===== src/rtl/keypad_scanner_pkg.sv =====
// Shared definitions for the 4x4 hex keypad scanner: FSM encoding, key map
// and small row/column helpers.
package keypad_scanner_pkg;

  typedef logic [1:0] state_t;

  localparam state_t SCAN     = 2'd0;
  localparam state_t DEBOUNCE = 2'd1;
  localparam state_t HELD     = 2'd2;
  localparam state_t RELEASE  = 2'd3;

  localparam logic [3:0] ROW_RESET = 4'b1110;
  localparam logic [3:0] COL_IDLE  = 4'b1111;

  // Indexed [row][col]; index 0 is the LSB of row_n / col_n.
  localparam logic [3:0] KEY_MAP [4][4] = '{
    '{4'h1, 4'h2, 4'h3, 4'hA},
    '{4'h4, 4'h5, 4'h6, 4'hB},
    '{4'h7, 4'h8, 4'h9, 4'hC},
    '{4'hE, 4'h0, 4'hF, 4'hD}
  };

  function automatic logic [3:0] rotate_row(input logic [3:0] row_n);
    return {row_n[2:0], row_n[3]};
  endfunction

  function automatic logic [1:0] row_index(input logic [3:0] row_n);
    case (row_n)
      4'b1110: return 2'd0;
      4'b1101: return 2'd1;
      4'b1011: return 2'd2;
      default: return 2'd3;
    endcase
  endfunction

  function automatic logic [1:0] lowest_low_col(input logic [3:0] col_n);
    if (!col_n[0])      return 2'd0;
    else if (!col_n[1]) return 2'd1;
    else if (!col_n[2]) return 2'd2;
    else                return 2'd3;
  endfunction

endpackage


===== src/rtl/keypad_scanner_sync2.sv =====
// Generic two-flop synchronizer for asynchronous board inputs, with a
// configurable reset value so idle-high lines do not glitch out of reset.
module sync2 #(
  parameter int               WIDTH     = 1,
  parameter logic [WIDTH-1:0] RESET_VAL = '0
) (
  input  logic             clk,
  input  logic             rst,
  input  logic [WIDTH-1:0] d,
  output logic [WIDTH-1:0] q
);

  logic [WIDTH-1:0] meta_q, meta_d;
  logic [WIDTH-1:0] sync_q, sync_d;

  always_comb begin
    meta_d = d;
    sync_d = meta_q;
  end

  // NOTE: sequential state uses non-blocking assignments so every flop samples
  // the pre-edge value of its neighbours; blocking here would collapse the chain.
  always_ff @(posedge clk) begin
    if (rst) begin
      meta_q <= RESET_VAL;
      sync_q <= RESET_VAL;
    end else begin
      meta_q <= meta_d;
      sync_q <= sync_d;
    end
  end

  assign q = sync_q;

endmodule


===== src/rtl/keypad_scanner.sv =====
// Row-strobing 4x4 hex keypad scanner with press/release debounce; shifts each
// accepted digit into a 16-bit value that feeds the 7-segment display driver.
module keypad_scanner
  import keypad_scanner_pkg::*;
#(
  parameter int SCAN_DIV     = 1000,
  parameter int DEBOUNCE_CNT = 20000
) (
  input  logic        clk,
  input  logic        rst,
  output logic [3:0]  row_n,
  input  logic [3:0]  col_n,
  output logic        key_valid,
  output logic [3:0]  key_code,
  output logic        key_held,
  output logic [15:0] value,
  output logic        value_we
);

  localparam int DW = $clog2(SCAN_DIV);
  localparam int BW = $clog2(DEBOUNCE_CNT);
  localparam logic [DW-1:0] DWELL_LAST = DW'(SCAN_DIV - 1);
  localparam logic [BW-1:0] DEB_LAST   = BW'(DEBOUNCE_CNT - 1);

  logic [3:0]    col_s;
  state_t        state_q, state_d;
  logic [3:0]    row_n_q, row_n_d;
  logic [DW-1:0] dwell_q, dwell_d;
  logic [BW-1:0] deb_q, deb_d;
  logic [1:0]    row_sel_q, row_sel_d;
  logic [1:0]    col_sel_q, col_sel_d;
  logic          key_valid_q, key_valid_d;
  logic [3:0]    key_code_q, key_code_d;
  logic          key_held_q, key_held_d;
  logic [15:0]   value_q, value_d;
  logic          col_bit;
  logic [3:0]    map_code;

  sync2 #(.WIDTH(4), .RESET_VAL(COL_IDLE)) u_col_sync (
    .clk (clk),
    .rst (rst),
    .d   (col_n),
    .q   (col_s)
  );

  // Once a key is latched only its own column is watched; other keys are ignored.
  assign col_bit  = col_s[col_sel_q];
  assign map_code = KEY_MAP[row_sel_q][col_sel_q];

  // NOTE: every variable gets a default before the case so no path leaves it
  // unassigned, which would otherwise infer a latch.
  always_comb begin
    state_d     = state_q;
    row_n_d     = row_n_q;
    dwell_d     = dwell_q;
    deb_d       = deb_q;
    row_sel_d   = row_sel_q;
    col_sel_d   = col_sel_q;
    key_valid_d = 1'b0;
    key_code_d  = key_code_q;
    value_d     = value_q;

    case (state_q)
      SCAN: begin
        if (dwell_q == DWELL_LAST) begin
          dwell_d = '0;
          if (col_s != COL_IDLE) begin
            row_sel_d = row_index(row_n_q);
            col_sel_d = lowest_low_col(col_s);
            deb_d     = '0;
            state_d   = DEBOUNCE;
          end else begin
            row_n_d = rotate_row(row_n_q);
          end
        end else begin
          dwell_d = dwell_q + 1'b1;
        end
      end
      DEBOUNCE: begin
        if (col_bit) begin
          deb_d   = '0;
          row_n_d = rotate_row(row_n_q);
          state_d = SCAN;
        end else if (deb_q == DEB_LAST) begin
          key_valid_d = 1'b1;
          key_code_d  = map_code;
          value_d     = {value_q[11:0], map_code};
          deb_d       = '0;
          state_d     = HELD;
        end else begin
          deb_d = deb_q + 1'b1;
        end
      end
      HELD: begin
        if (col_bit) begin
          deb_d   = '0;
          state_d = RELEASE;
        end
      end
      RELEASE: begin
        if (!col_bit) begin
          deb_d   = '0;
          state_d = HELD;
        end else if (deb_q == DEB_LAST) begin
          deb_d   = '0;
          row_n_d = rotate_row(row_n_q);
          state_d = SCAN;
        end else begin
          deb_d = deb_q + 1'b1;
        end
      end
      default: state_d = SCAN;
    endcase

    key_held_d = (state_d == HELD) || (state_d == RELEASE);
  end

  always_ff @(posedge clk) begin
    if (rst) begin
      state_q     <= SCAN;
      row_n_q     <= ROW_RESET;
      dwell_q     <= '0;
      deb_q       <= '0;
      row_sel_q   <= '0;
      col_sel_q   <= '0;
      key_valid_q <= 1'b0;
      key_code_q  <= '0;
      key_held_q  <= 1'b0;
      value_q     <= '0;
    end else begin
      state_q     <= state_d;
      row_n_q     <= row_n_d;
      dwell_q     <= dwell_d;
      deb_q       <= deb_d;
      row_sel_q   <= row_sel_d;
      col_sel_q   <= col_sel_d;
      key_valid_q <= key_valid_d;
      key_code_q  <= key_code_d;
      key_held_q  <= key_held_d;
      value_q     <= value_d;
    end
  end

  assign row_n     = row_n_q;
  assign key_valid = key_valid_q;
  assign value_we  = key_valid_q;
  assign key_code  = key_code_q;
  assign key_held  = key_held_q;
  assign value     = value_q;

endmodule


===== config.mk =====
export PLATFORM = sky130hd
export DESIGN_NAME = keypad_scanner
export DESIGN_NICKNAME = d
export VERILOG_FILES = /design/src/rtl/keypad_scanner_pkg.sv /design/src/rtl/keypad_scanner_sync2.sv /design/src/rtl/keypad_scanner.sv
export SDC_FILE = /design/constraint.sdc
export NUM_CORES = 1
export LEC_CHECK = 0
export CORE_MARGIN = 5
export CORE_UTILIZATION = 40
export CTS_CLUSTER_SIZE = 8
export DETAILED_ROUTE_END_ITERATION = 7
export DONT_BUFFER_PORTS = 1
export GPL_TIMING_DRIVEN = 0
export SYNTH_ARGS = -nofsm -noshare
export SYNTH_HDL_FRONTEND = slang
export SYNTH_HIERARCHICAL = 1
export SYNTH_SLANG_ARGS = --single-unit

===== constraint.sdc =====
create_clock -name clk -period 2 [get_ports clk]
set_input_delay 0.1 -clock clk [delete_from_list [all_inputs] [get_ports clk]]
set_output_delay 0.1 -clock clk [all_outputs]
set_load 0.1 [all_outputs]

==> metrics <==
crit path DAT=2.32 ns; IO buf count=0; async set-reset flop share out of synthesis=0%; drt initial violations=55; Root Driver=clkbuf_8; wire per inst=14.2 microns; Yosys cell types=51; initial antenna violation count=0; DR pass1 iterations=4; Clock Latency Late Sink=0.34 ns; vias in the first global route=2088; RSZ-0062 raised after global routing=true; # DRC=0; diodes inserted=0; max-cap violations=0; hold path endpoint=deb_q[6]; Synth top area share=44.1%; reg2reg path depth=6; hold path start=rst; Crit Reg-Reg Startpoint=col_sel_q[0]; Via density=5.39; WP data required=2.27 ns; violated checks=negative setup slack; Die Y=92.5 microns; CP Launch Type=flop; CP endpoint kind=flop; starting density of the core=40.6%; Syn Std Cell Area=2730 sq um; VDD IR max=0.000603 V; worst slew pin tran=1.12 ns; yosys warns=6; Synth Net Count=302; status=finished with violations; CTS tree=built; PD cells=664 nW/um^2; # fillers=641; cell with the most instances after synthesis=dfxtp_1; num rows=30; P_int=1.75 mW; Sequential Power Share=53.5%; Routed Antenna Nets=0; P_sw=0.523 mW; top cells by count, synth=dfxtp_1, nor2_1, mux2i_1; sw frac=23.0%; post-synthesis sequential area ratio=44.1%; Yosys reg bits=60; Hold Crit Class=in2reg; Final Util=51.0%; Slew HR=25.5%; leading area contributor after synthesis=dfxtp_1; Mapped Cells=294; first-pass GRT wire length=9990 microns; Register Area=1210 sq um; Reg2Reg Setup Slack=-0.05 ns; reg2reg end=deb_q[6]; Max Slew Vio Count=0; gp weighted congestion=0.778; layout cells sized above 1=24.0%; grt total ovfl=0; crit path max fanout=8; WHS Path Cells=4; final hold vios=0; top post-synthesis cells by area=dfxtp_1, mux2i_1, nor2_1; Setup Skew=0.00887 ns; final wirelength=5820 microns; H-Tree Depth=3; syn avg cell area=9.27 sq um; die area=8560 sq um; number of flops mapped to enable cells by yosys=0; Sink Count=60; Die Wd=92.5 microns; Worst-path clk slew=0.07 ns; Logic pwr share=3.6%; Multi-input gate area=1560 sq um; dpl ws=-0.281 ns; Num CTS Buffers=9; Post-synth top flop=dfxtp_1; FMAX=488 MHz; via count=2204; Layout Nets=333; All-Layer GR Usage=14.7%; clock share of power=42.9%; Clock Tree Buf Depth=2; # IOs=33; Final min period=2.05 ns; Leak Pwr=1.37 nW; Core Area=6720 sq um; Final Cycle Share=102%; largest net degree at the start of global routing=12; Setup WS post-layout=-0.0489 ns; # setup viols final=16; DP HPWL=3770 microns; Area growth syn-to-layout=25.7%; Setup CP Type=reg2reg
==> layout by cell type (no fill, tap or decap), drive strengths merged, types with 2 or more instances in the layout <==
cell type,Yosys,routed
and2,4,4
xnor2,3,3
a211o,5,5
clkinvlp,0,2
nand2b,7,7
a311oi,5,5
mux2i,21,21
or3,4,4
and3,8,8
clkinv,0,2
nor2b,4,4
or2,8,8
nor3,14,14
dlygate4sd3,0,7
nand3,13,13
nor2,33,34
a21oi,15,15
inv,2,2
and4,6,6
a221o,2,2
xor2,4,4
nand2,17,17
nor3b,2,2
ha,2,2
o22a,2,2
dfxtp,60,60
nand4,2,2
a22o,3,3
o21ai,10,10
buf,10,25
nor4b,2,2
a31oi,3,3
clkbuf,9,17
==> per-stage QoR <==
step                      total power, mW  hold WS, ns  setup TNS, ns  cell area, sq um  instances
after floorplan                      1.28        0.197         -0.265              2760        294
after global placement               1.30        0.200          -3.99              2860        374
after detailed placement             1.30        0.200          -4.27              2860        374
after CTS                            2.30        0.142          -1.60              3330        408
after global routing                 2.37        0.135          -1.87              3430        409
final                                2.27        0.116         -0.246              3430        409
==> cell type report <==
class | count | area share (%)
flip-flops and latches | 60 | 35.5
well taps | 80 | 2.92
repair buffers | 22 | 7.12
plain buffers | 16 | 3.58
multi-input cells | 214 | 45.5
inverters | 2 | 0.219
clock buffers | 11 | 4.42
clock inverters | 4 | 0.730
==> critical path: stages, from the launching register on <==
cell and delay (ns):
dfxtp_2 0.34, mux4_2 0.57, xnor2_2 0.18, or4_1 0.43, buf_6 0.17, o22a_1 0.17
mux2i_1 0.11
==> timing repair <==
| item | CTS | global route |
|---|---|---|
| hold buffers | 7 | 0 |
| gates cloned | 2 | 0 |
| hold endpoints to repair | 8 | 0 |
| endpoints found under the setup margin | 29 | 40 |
| resized for setup | 23 | 21 |
| buffers inserted | 11 | 3 |
| pin swaps | 15 | 17 |
==> sequential cells by signal, summed over array words and instances (netlist names), named ones only <==
signal,flops
dwell_q,10
key_code,3
value,13
u_col_sync/q,4
row_sel_q,2
key_valid,1
deb_q,15
u_col_sync/meta_q,4
col_sel_q,2
row_n,4
==> cell families after synthesis <==
kind of cell	count (synthesis)	synth area share [%]
buf+inv	21	4.45
mux	23	8.95
xor+xnor	7	2.25
compound gates	52	13.8
fa+ha+maj	2	0.918
flops	60	44.1
simple gates	129	25.6
==> metal layers <==
metal | vias up | GRT usage (%) | routed length (microns)
met2 | 45 | 22.4 | 2560
met1 | 1026 | 18.1 | 2830
met4 | 0 | 5.20 | 85
met3 | 8 | 6.74 | 344
li1 | 1125 | - | -
met5 | - | 0 | 0
==> power groups by stage <==
stage	Combinational, mW	Clock (mW)	Sequential, mW
after floorplan	0.0423	0	1.24
after global placement	0.0539	0	1.24
after detailed placement	0.0547	0	1.24
after CTS	0.0806	1.01	1.22
after global routing	0.0912	1.06	1.22
final	0.0821	0.975	1.22
==> worst max-delay path by stage <==
stage | from | endpoint | slack [ns] | depth (start not counted)
after floorplan | deb_q[0] | deb_q[7] | -0.04 | 8
after global placement | deb_q[0] | deb_q[8] | -0.27 | 8
after detailed placement | deb_q[0] | deb_q[8] | -0.28 | 8
after CTS | col_sel_q[0] | deb_q[10] | -0.11 | 7
after global routing | col_sel_q[0] | deb_q[6] | -0.14 | 6
final | col_sel_q[0] | deb_q[6] | -0.05 | 6
Note: power is estimated with default switching activity, not from simulation.
